==> config.mk <==
export PLATFORM = sky130hd
export DESIGN_NAME = dphy_hs_lane_aligner
export DESIGN_NICKNAME = d
export VERILOG_FILES = /design/src/rtl/dphy_hs_lane_aligner.sv
export SDC_FILE = /design/constraint.sdc
export NUM_CORES = 1
export LEC_CHECK = 0
export BUFFER_PORTS_ARGS = -buffer_cell sky130_fd_sc_hd__buf_2
export CAP_MARGIN = 20
export CORE_MARGIN = 1.5
export CORE_UTILIZATION = 43
export CTS_CLUSTER_DIAMETER = 60
export DETAILED_ROUTE_END_ITERATION = 7
export MAX_ROUTING_LAYER = met4
export SLEW_MARGIN = 30
export SYNTH_ARGS = -nofsm -noshare
export SYNTH_HDL_FRONTEND = slang
export SYNTH_SLANG_ARGS = --single-unit
==> constraint.sdc <==
create_clock -name byte_clk_i -period 3.99 [get_ports byte_clk_i]
set_clock_uncertainty 0.05 [all_clocks]
set_input_delay 0.798 -clock byte_clk_i [delete_from_list [all_inputs] [get_ports byte_clk_i]]
set_output_delay 0.798 -clock byte_clk_i [all_outputs]
set_load 0.02 [all_outputs]
==> src/rtl/dphy_hs_lane_aligner.sv <==
// Multi-lane D-PHY HS byte aligner: per-lane sync hunt and bit-offset lock, lock-skew deskew FIFOs, word output.
// Optional DPHY_ALIGN_SOFT_SYNC_EN: a candidate one bit-error away from SYNC_BYTE also locks (exact match preferred).
module dphy_hs_lane_aligner #(
    parameter int unsigned LANES     = 2,
    parameter int unsigned SKEW_MAX  = 3,
    parameter logic [7:0]  SYNC_BYTE = 8'hB8
) (
    input  logic                 byte_clk_i,
    input  logic                 rst_n_i,
    input  logic                 enable_i,
    input  logic [LANES*8-1:0]   byte_data_i,
    output logic [LANES*8-1:0]   data_o,
    output logic                 valid_o,
    output logic                 sof_o,
    output logic [LANES*3-1:0]   offset_o,
    output logic                 err_skew_o
);
    localparam int unsigned DEPTH = SKEW_MAX + 1;
    localparam int unsigned PW    = (DEPTH > 1) ? $clog2(DEPTH) : 1;
    localparam int unsigned FW    = $clog2(DEPTH + 1);
    localparam int unsigned CW    = (SKEW_MAX > 1) ? $clog2(SKEW_MAX) : 1;
    localparam logic [CW-1:0] CNT_LAST = CW'(SKEW_MAX - 1);
    localparam logic [PW-1:0] PTR_LAST = PW'(DEPTH - 1);

    typedef enum logic [2:0] {
        S_IDLE   = 3'd0,
        S_HUNT   = 3'd1,
        S_WAIT   = 3'd2,
        S_ACTIVE = 3'd3,
        S_FAIL   = 3'd4
    } state_t;

    state_t             state_q;
    logic [7:0]         prev_q     [LANES];
    logic [LANES-1:0]   lock_q;
    logic [CW-1:0]      skew_cnt_q;
    logic [7:0]         mem_q      [LANES][DEPTH];
    logic [PW-1:0]      wr_ptr_q   [LANES];
    logic [PW-1:0]      rd_ptr_q   [LANES];
    logic [FW-1:0]      fill_q     [LANES];
    logic               sof_done_q;
    logic [LANES*8-1:0] data_q;
    logic               valid_q;
    logic               sof_q;
    logic [LANES*3-1:0] offset_q;
    logic               err_q;

    logic [15:0]        win_s      [LANES];
    logic [7:0]         cand_s     [LANES];
    logic [7:0]         exact_s    [LANES];
    logic [3:0]         sel_s      [LANES];
    logic [2:0]         hit_off_s  [LANES];
    logic [LANES-1:0]   hit_s;
    logic [LANES-1:0]   new_lock_s;
    logic [LANES-1:0]   push_s;
    logic               all_ready_s;
    logic               all_locked_s;
    logic               hunting_s;
    logic               pop_s;
    logic               skew_timeout_s;
    logic               flush_s;

    function automatic logic [7:0] win_byte(input logic [15:0] w, input logic [2:0] k);
        return w[k +: 8];
    endfunction

    function automatic logic [3:0] lowest_hit(input logic [7:0] m);
        logic [3:0] r;
        r = 4'h0;
        for (int k = 7; k >= 0; k--) begin
            if (m[k]) r = {1'b1, 3'(k)};
        end
        return r;
    endfunction

    function automatic logic [PW-1:0] next_ptr(input logic [PW-1:0] p);
        return (p == PTR_LAST) ? {PW{1'b0}} : p + PW'(1);
    endfunction

`ifdef DPHY_ALIGN_SOFT_SYNC_EN
    logic [7:0] soft_s [LANES];

    function automatic logic [3:0] popcnt8(input logic [7:0] v);
        logic [3:0] c;
        c = 4'd0;
        for (int i = 0; i < 8; i++) c = c + {3'b000, v[i]};
        return c;
    endfunction
`endif

    // Sync search over all 8 offsets per lane; candidate byte at the locked offset feeds the FIFO.
    always_comb begin
        all_ready_s = 1'b1;
        for (int l = 0; l < LANES; l++) begin
            win_s[l]  = {byte_data_i[l*8 +: 8], prev_q[l]};
            cand_s[l] = win_byte(win_s[l], offset_q[l*3 +: 3]);
            for (int k = 0; k < 8; k++) begin
                exact_s[l][k] = (win_byte(win_s[l], 3'(k)) == SYNC_BYTE);
`ifdef DPHY_ALIGN_SOFT_SYNC_EN
                soft_s[l][k]  = (popcnt8(win_byte(win_s[l], 3'(k)) ^ SYNC_BYTE) == 4'd1);
`endif
            end
`ifdef DPHY_ALIGN_SOFT_SYNC_EN
            sel_s[l] = (|exact_s[l]) ? lowest_hit(exact_s[l]) : lowest_hit(soft_s[l]);
`else
            sel_s[l] = lowest_hit(exact_s[l]);
`endif
            hit_s[l]     = sel_s[l][3];
            hit_off_s[l] = sel_s[l][2:0];
            all_ready_s  = all_ready_s & (fill_q[l] != {FW{1'b0}});
        end
    end

    assign hunting_s      = (state_q == S_HUNT) || (state_q == S_WAIT);
    assign new_lock_s     = hit_s & ~lock_q & {LANES{hunting_s & enable_i}};
    assign all_locked_s   = &(lock_q | new_lock_s);
    assign push_s         = lock_q & {LANES{enable_i && ((state_q == S_WAIT) || (state_q == S_ACTIVE))}};
    assign pop_s          = enable_i && (state_q == S_ACTIVE) && all_ready_s;
    assign skew_timeout_s = (state_q == S_WAIT) && !all_locked_s && (skew_cnt_q == CNT_LAST);
    assign flush_s        = !enable_i || skew_timeout_s;

    // Lock FSM, deskew FIFOs and registered outputs; the enable drop overrides everything else.
    always_ff @(posedge byte_clk_i) begin
        if (!rst_n_i) begin
            state_q    <= S_IDLE;
            lock_q     <= {LANES{1'b0}};
            skew_cnt_q <= {CW{1'b0}};
            sof_done_q <= 1'b0;
            data_q     <= {(LANES*8){1'b0}};
            valid_q    <= 1'b0;
            sof_q      <= 1'b0;
            offset_q   <= {(LANES*3){1'b0}};
            err_q      <= 1'b0;
            for (int l = 0; l < LANES; l++) begin
                prev_q[l]   <= 8'h00;
                wr_ptr_q[l] <= {PW{1'b0}};
                rd_ptr_q[l] <= {PW{1'b0}};
                fill_q[l]   <= {FW{1'b0}};
            end
        end else begin
            valid_q <= pop_s;
            sof_q   <= pop_s & ~sof_done_q;
            err_q   <= enable_i & skew_timeout_s;
            data_q  <= {(LANES*8){1'b0}};
            if (pop_s) sof_done_q <= 1'b1;
            lock_q  <= lock_q | new_lock_s;
            for (int l = 0; l < LANES; l++) begin
                prev_q[l] <= byte_data_i[l*8 +: 8];
                if (new_lock_s[l]) offset_q[l*3 +: 3] <= hit_off_s[l];
                if (push_s[l]) begin
                    mem_q[l][wr_ptr_q[l]] <= cand_s[l];
                    wr_ptr_q[l]           <= next_ptr(wr_ptr_q[l]);
                end
                if (pop_s) begin
                    data_q[l*8 +: 8] <= mem_q[l][rd_ptr_q[l]];
                    rd_ptr_q[l]      <= next_ptr(rd_ptr_q[l]);
                end
                fill_q[l] <= fill_q[l] + FW'(push_s[l]) - FW'(pop_s);
                if (flush_s) begin
                    wr_ptr_q[l] <= {PW{1'b0}};
                    rd_ptr_q[l] <= {PW{1'b0}};
                    fill_q[l]   <= {FW{1'b0}};
                end
            end
            if (!enable_i) begin
                state_q    <= S_IDLE;
                lock_q     <= {LANES{1'b0}};
                sof_done_q <= 1'b0;
            end else begin
                case (state_q)
                    S_IDLE: state_q <= S_HUNT;
                    S_HUNT: begin
                        if (all_locked_s) begin
                            state_q <= S_ACTIVE;
                        end else if (|new_lock_s) begin
                            state_q    <= S_WAIT;
                            skew_cnt_q <= {CW{1'b0}};
                        end
                    end
                    S_WAIT: begin
                        if (all_locked_s) begin
                            state_q <= S_ACTIVE;
                        end else if (skew_timeout_s) begin
                            state_q <= S_FAIL;
                        end else begin
                            skew_cnt_q <= skew_cnt_q + CW'(1);
                        end
                    end
                    S_ACTIVE: state_q <= S_ACTIVE;
                    S_FAIL:   state_q <= S_FAIL;
                    default:  state_q <= S_IDLE;
                endcase
            end
        end
    end

    assign data_o     = data_q;
    assign valid_o    = valid_q;
    assign sof_o      = sof_q;
    assign offset_o   = offset_q;
    assign err_skew_o = err_q;
endmodule
==> results of run 1 <==
critical path, delay by kind of cell, from the launching register on:
family	cells	cell delay, ns
XOR/XNOR	2	0.32
buffers and inverters	2	0.33
AO/OA/AOI/OAI	1	0.08
flip-flops	1	0.42
AND/OR/NAND/NOR	4	0.57
adder cells (fa/ha/maj)	3	0.74
through the flow:
stage | total power [mW] | cell area, sq um | instances | util
floorplan | 1.521 | 5879 | 480 | -
global placement | 1.566 | 6256 | 680 | 0.4705
detailed placement | 1.570 | 6256 | 680 | 0.4705
CTS | 3.109 | 6850 | 712 | 0.5152
global route | 3.194 | 6850 | 712 | 0.5152
finish | 3.076 | 6850 | 712 | 0.5152
routing by layer:
metal / routed length (microns) / up-vias
met5: 0 / -
met4: 112 / 0
met3: 465 / 7
met2: 5679 / 81
met1: 5064 / 1843
li1: - / 1861
power by group through the flow:
| stage | logic (mW) | clock network [mW] | registers (mW) |
|---|---|---|---|
| after floorplan | 0.0871 | 0 | 1.43 |
| after global placement | 0.122 | 0 | 1.44 |
| after detailed placement | 0.125 | 0 | 1.44 |
| after CTS | 0.127 | 1.57 | 1.42 |
| after global routing | 0.141 | 1.63 | 1.42 |
| final | 0.126 | 1.53 | 1.42 |
cells by family (layout without fill, tap and decap cells):
family	after synthesis	count (layout)	share of synthesized area
AO/OA/AOI/OAI	67	67	0.08268
XOR/XNOR	5	5	0.007458
flip-flops	127	127	0.5540
buffers and inverters	46	102	0.02941
adder cells (fa/ha/maj)	17	17	0.03878
AND/OR/NAND/NOR	167	167	0.1654
other	1	3	0.0006386
multiplexers	48	48	0.1217
registers in the layout, summed over array words and instances (netlist names):
register    count
data_o         16
err_skew_o      1
fill_q          6
lock_q          2
mem_q          64
offset_o        6
prev_q         16
rd_ptr_q        4
skew_cnt_q      2
sof_done_q      1
sof_o           1
state_q         3
valid_o         1
wr_ptr_q        4
final cells by class:
type                       instances  share of cell area
clock buffer                      17             0.06210
sequential                       127              0.4749
tap                              176             0.03215
timing repair buffer              45             0.03361
multi-input combinational        307              0.3589
inverter                          25             0.01370
clock inverter                    15             0.02466
cell usage in the layout (no fill, tap or decap), types with 18 or more instances in the layout:
cell type	count
inv_1	24
nand2_1	40
nor2_1	31
edfxtp_1	71
dfxtp_1	56
and3_1	26
mux4_2	18
buf_2	43
and2_1	21
a21oi_1	18
mux2i_1	23
worst paths after layout:
check,from,endpoint,cells past startpoint
setup / recovery,state_q[1],fill_q[1][2],12
hold / removal,sof_done_q,sof_o,1
hold reg to reg,sof_done_q,sof_o,1
setup reg to reg,state_q[1],fill_q[1][2],12
==> reports/metrics.yaml, run 1 <==
sta:
  finalHoldViolCount: 0
  worstMarginPinSlew_ns: 0.7682
  timing.fmax_mhz: 378.3
  fin_ws_ns: 1.346
  period_share: 0.6626
  holdWs_ns: 0.3622
  fin_setup_tns_ns: 0
  rsz0062_at_grt: "false"
  drv_slew: 0
  post-route-min-period_ns: 2.644
  slew_headroom: 0.4872
  setup_violations: 0
global_routing:
  grt_max_degree: 44
  grt_pass1_vias: 3678
  gr-usage-met1: 0.2233
  busiest_layer: "met2"
  grt-ovfl-total: 0
  grtUsageMet3: 0.04183
  grt_pass1_wl_microns: 18660
  antenna_found_initial: 0
  grtUsageTotal: 0.1756
  grtUsageMet2: 0.2737
finish:
  nNetsFinal: 559
  final_layout_size_suffix_gt1_frac: 0.2127
  nFillCells: 1162
  area_growth_pct: 16.66
  n_antenna_cell: 0
  final-seq-area_sq_um: 3253
  multiInputGateArea_sq_um: 2459
synth:
  netlist_top_cells_count: "71 x edfxtp_1, 56 x dfxtp_1, 40 x nand2_1"
  netlist.area_leader.share: 0.3631
  synth_area_per_cell_sq_um: 12.28
  synth.distinct_cells: 49
  yosys.area.top_type: "edfxtp_1"
  ys_seq_area_frac: 0.5540
  ys_ff_latch: 127
  async_reset_ff_frac: 0
  yosysMostFrequentCell: "edfxtp_1"
  synth_ff_type: "edfxtp_1"
  synth_edf_count: 71
  synth_area_sq_um: 5872
  synthCells: 478
  ys_top_cells_by_area: "edfxtp_1 36%, dfxtp_1 19%, mux4_2 6.9%"
  synth_warnings: 0
clock_tree:
  post-cts-setup-buffers: 0
  htreeDepth: 4
  clockBufferDepth: 2
  cts_tree: "done"
  clk_latency_ns: 0.41
  holdBufCountCts: 0
  cts_sinks: 127
  post_cts_resized: 0
  cts_buffers: 17
  path_clk_slew_ns: 0.06
  clockRootBuffer: "clkbuf_16"
critical_path:
  max_stage_delay_ns: 0.42
  startpoint_type: "register"
  worstPathMaxFanout: 22
  crit_chain: "nor2b_1 > and2_1 > o31ai_1 > nor3_2 > buf_4 > ha_1 > inv_1 > ha_1 > fa_1 > xnor2_1 > xnor2_1 > nor2_1"
  end_kind: "register"
  cp_data_required_time_ns: 4.22
  worst_path_max_delay_cell: "dfxtp_1"
  critPathArrivalTime_ns: 2.87
  rrSetupSlack_ns: 1.35
  path_class: "reg -> reg"
detailed_routing:
  ant_nets: 0
  avgRoutedWirePerCell_microns: 15.90
  first_pass_iters: 5
  wirelength_microns: 11320
  vias: 3792
  drt_iter0_drc: 234
  route.detailed.drc: 0
  vias_per_cell: 5.326
power_and_ir_drop:
  p_sw_mw: 0.6484
  powerDensity_nw_per_um2: 449.1
  sw_frac_of_total: 0.2108
  power_frac_clock: 0.499
  ir_worst_vdd_mv: 0.2759
  p_int_mw: 2.428
  seqPwrFrac: 0.461
  p_comb_frac: 0.041
  total_leakage_power_nw: 2.574
outcome:
  status: "complete, no violations"
place:
  port_buffers: 43
  pre_cts_ws_ns: 1.012
  hpwl_microns: 7692
  place_congestion: 0.8650
floorplan:
  die_x_microns: 119.9
  coreArea_sq_um: 13300
  num_rows: 42
  io_pins: 44
  dieArea_sq_um: 14370
  die_y_microns: 119.9
  start_util: 0.4417
worst_hold_path:
  hold_class: "reg -> reg"
job:
  cap_violations: 0
Power figures use the tool's default switching activity.
==> run 2, diff against run 1 <==
--- a/config.mk
+++ b/config.mk
@@ -5,6 +5,7 @@
 export SDC_FILE = /design/constraint.sdc
 export NUM_CORES = 1
 export LEC_CHECK = 0
+export ABC_AREA = 1
 export BUFFER_PORTS_ARGS = -buffer_cell sky130_fd_sc_hd__buf_2
 export CAP_MARGIN = 20
 export CORE_MARGIN = 1.5
==> constraint.sdc (replaced) <==
create_clock -name byte_clk_i -period 2.25 [get_ports byte_clk_i]
set_clock_uncertainty 0.05 [all_clocks]
set_input_delay 0.45 -clock byte_clk_i [delete_from_list [all_inputs] [get_ports byte_clk_i]]
set_output_delay 0.45 -clock byte_clk_i [all_outputs]
set_load 0.02 [all_outputs]
==> run 2 against run 1 <==
Compared with the run above: critical endpoint is now fill_q[0][1]; core utilization increased by 1.1 points; final cell count increased by 39%; setup slack got worse by 1.4 ns; combinational power increased by 140%; register-to-register slack got worse by 1.4 ns; wire length increased by 15%; the run now ends with setup timing left.
==> reports/metrics.yaml, run 2 <==
detailed_routing:
  ant_nets: 0  # unchanged
  route.detailed.drc: 0  # unchanged
  drt_iter0_drc: 463  # +98%
  first_pass_iters: 5  # unchanged
  avgRoutedWirePerCell_microns: 13.07  # -18%
  wirelength_microns: 12970  # +15%
  vias_per_cell: 4.862  # -8.7%
  vias: 4823  # +27%
floorplan:
  start_util: 0.4424  # +0.0007466
  io_pins: 44  # unchanged
  die_x_microns: 122.7  # +2.4%
  die_y_microns: 122.7  # +2.4%
  coreArea_sq_um: 13930  # +4.8%
  num_rows: 43  # +2.4%
  dieArea_sq_um: 15060  # +4.9%
finish:
  largest_reg_flops: 64  # unchanged
  nFillCells: 1319  # +14%
  n_antenna_cell: 0  # unchanged
  final_layout_size_suffix_gt1_frac: 0.1933  # -0.01934
  final_common_cell: "nand2_1"
  nNetsFinal: 835  # +49%
  area_growth_pct: 18.88
  finalNonFillerCells: 992  # +39%
  layout_common_cells: "143 x nand2_1, 129 x nor2_1, 92 x o21ai_0"
  fin_area_sq_um: 7328  # +7.0%
critical_path:
  critical_path.endpoint: "fill_q[0][1]"
  path_class: "reg -> reg"
  cp_data_required_time_ns: 2.37  # -1.85 ns
  max_stage_delay_ns: 0.52  # +0.10 ns
  crit_family: "adder cells"
  startpoint: "fill_q[0][2]"
  worst_path_max_delay_cell: "fa_2"
  critPathArrivalTime_ns: 2.38  # -0.49 ns
  crit_chain: "or2_4 > o22ai_4 > nor3_4 > ha_1 > inv_1 > ha_1 > inv_1 > fa_2 > nor2_1"
  critPathBufInv: 2  # unchanged
  worstRegToRegCells: 9  # -3
  worstPathMaxFanout: 2  # -91%
  path_depth: 9  # -3
  startpoint_type: "register"
  rrSetupSlack_ns: -0.01  # -1.36 ns
  reg2reg_to: "fill_q[0][1]"
  end_kind: "register"
  rr_startpoint: "fill_q[0][2]"
clock_tree:
  clk_latency_ns: 0.42  # about the same
  cts_tree: "done"
  cts_buffers: 17  # unchanged
  clockRootBuffer: "clkbuf_16"
  clockBufferDepth: 2  # unchanged
  holdBufCountCts: 0  # unchanged
  path_clk_slew_ns: 0.06  # about the same
  cts_sinks: 127  # unchanged
  htreeDepth: 4  # unchanged
sta:
  timing.fmax_mhz: 442.5  # +17%
  setup_violations: 1  # +1
  finalHoldViolCount: 0  # unchanged
  worstMarginPinSlew_ns: 0.5952  # -0.1730 ns
  rsz0062_at_grt: "true"
  drv_slew: 0  # unchanged
  period_share: 1.004  # +0.3418
  fin_setup_tns_ns: -0.009780  # -0.009780 ns
  post-route-min-period_ns: 2.260  # -0.3839 ns
  holdWs_ns: 0.1587  # -0.2034 ns
  slew_headroom: 0.5990  # +0.1119
  fin_ws_ns: -0.009780  # -1.356 ns
job:
  cap_violations: 0  # unchanged
global_routing:
  grtUsageMet2: 0.2955  # +0.02178
  gr-usage-met1: 0.2469  # +0.02361
  grtUsageTotal: 0.1918  # +0.01622
  grt_pass1_vias: 4610  # +25%
  grtUsageMet3: 0.05483  # +0.01301
  antenna_found_initial: 0  # unchanged
  grt-ovfl-total: 0  # unchanged
  grt_max_degree: 31  # -30%
  grt_pass1_wl_microns: 21480  # +15%
  busiest_layer: "met2"
outcome:
  violations: "setup timing"
  status: "finished, violations left"
synth:
  ys_top_cells_by_area: "edfxtp_1 35%, dfxtp_1 18%, nand2_1 8.7%"
  synth_top_family_by_area: "simple AND/OR/NAND/NOR gates"
  synth_ff_type: "edfxtp_1"
  yosys.area.top_type: "edfxtp_1"
  ys_seq_area_frac: 0.5277  # -0.02631
  synth_xor_area_frac: 0.004262  # -0.003196
  synth_fa_ha_area_frac: 0.03694  # -0.001842
  synth_area_per_cell_sq_um: 8.422  # -31%
  synth_warnings: 0  # unchanged
  async_reset_ff_frac: 0  # unchanged
  netlist.area_leader.share: 0.3458  # -0.01724
  yosysMostFrequentCell: "nand2_1"
  synth_compound_area_frac: 0.1131  # +0.03037
  synthCells: 732  # +53%
  synth.distinct_cells: 36  # -27%
  netlist_top_cells_count: "143 x nand2_1, 129 x nor2_1, 92 x o21ai_0"
  ys_ff_latch: 127  # unchanged
  synth_area_sq_um: 6165  # +5.0%
  muxShareOfSynthArea: 0.01299  # -0.1087
  synth_edf_count: 71  # unchanged
  synthSimpleGateAreaFrac: 0.2316  # +0.06623
power_and_ir_drop:
  sw_frac_of_total: 0.2378  # +0.02699
  powerDensity_nw_per_um2: 736.0  # +64%
  seqPwrFrac: 0.466  # +0.005
  power_frac_clock: 0.479  # -0.020
  ir_worst_vdd_mv: 0.4406  # +60%
  p_int_mw: 4.111  # +69%
  total_leakage_power_nw: 3.181  # +24%
  p_comb_frac: 0.056  # +0.015
  p_sw_mw: 1.283  # +98%
place:
  place_congestion: 0.9148  # +5.8%
  hpwl_microns: 9320  # +21%
  placed_cell_area_sq_um: 6700  # +7.1%
  port_buffers: 43  # unchanged
  dp.cells: 957  # +41%
  pre_cts_ws_ns: -0.08803  # -1.100 ns
worst_hold_path:
  hold_class: "in -> reg"
-- run 2: cell count changes in the layout (fill, tap and decap cells not counted), sizes merged, moves of 18 or more --
cell / previous run / this run
and2: 21 / 0
nand2: 40 / 167
buf: 45 / 70
nor2: 31 / 137
inv: 26 / 94
mux4: 18 / 0
and3: 26 / 0
o21ai: 25 / 93
-- run 2: area by class of cell --
| type | instances | area (sq um) | area share |
|---|---|---|---|
| flip-flops and latches | 127 | 3254 | 0.4441 |
| clock inverters | 15 | 137.6 | 0.01878 |
| multi-input cells | 492 | 2522 | 0.3442 |
| inverters | 91 | 341.6 | 0.04661 |
| repair buffers | 70 | 421.7 | 0.05754 |
| clock buffers | 17 | 425.4 | 0.05805 |
| well taps | 180 | 225.2 | 0.03073 |
-- run 2: power groups by stage --
| stage | combinational [mW] | sequential [mW] | clock, mW |
|---|---|---|---|
| 3_3_place_gp | 0.289 | 2.56 | 0 |
| 5_1_grt | 0.345 | 2.51 | 2.74 |
| 3_5_place_dp | 0.298 | 2.56 | 0 |
| 4_1_cts | 0.301 | 2.51 | 2.63 |
| 2_1_floorplan | 0.201 | 2.55 | 0 |
| 6_report | 0.299 | 2.51 | 2.58 |
-- run 2: cell families after synthesis --
kind of cell,count (synthesis)
mux,8
flops,127
fa+ha+maj,17
simple gates,326
other cells,1
xor+xnor,3
buf+inv,115
compound gates,135
-- run 2: layer usage --
metal,routed length [microns],vias to the layer above,part of all wire
li1,-,2497,-
met1,6184,2222,0.48
met2,6082,91,0.47
met3,554,13,0.043
met4,147,0,0.011
met5,0,-,0
-- run 2: worst min-delay path by stage --
stage | startpoint | endpoint | slack, ns | depth (start not counted)
floorplan | sof_done_q | sof_o | 0.34 | 1
global placement | sof_done_q | sof_o | 0.41 | 1
global route | byte_data_i[7] | prev_q[0][7] | 0.16 | 3
CTS | byte_data_i[7] | prev_q[0][7] | 0.15 | 3
finish | byte_data_i[15] | prev_q[0][15] | 0.16 | 3
detailed placement | sof_done_q | sof_o | 0.42 | 1
-- run 2: timing repair --
action,in CTS,in global routing
pin swaps,5,2
gates resized for setup,5,4
setup endpoints to repair,3,4
buffers inserted,1,2
-- run 2: worst reg2reg max path: stages (launching register included) --
cell      delay (ns)
edfxtp_1        0.40
or2_4           0.29
o22ai_4         0.13
nor3_4          0.06
ha_1            0.29
inv_1           0.05
ha_1            0.13
inv_1           0.05
fa_2            0.52
nor2_1          0.04
-- run 2: metrics by stage --
stage / util / total power [mW]
after floorplan: - / 2.751
after global placement: 0.4808 / 2.847
after detailed placement: 0.4808 / 2.857
after CTS: 0.5231 / 5.441
after global routing: 0.5259 / 5.604
final: 0.5259 / 5.394
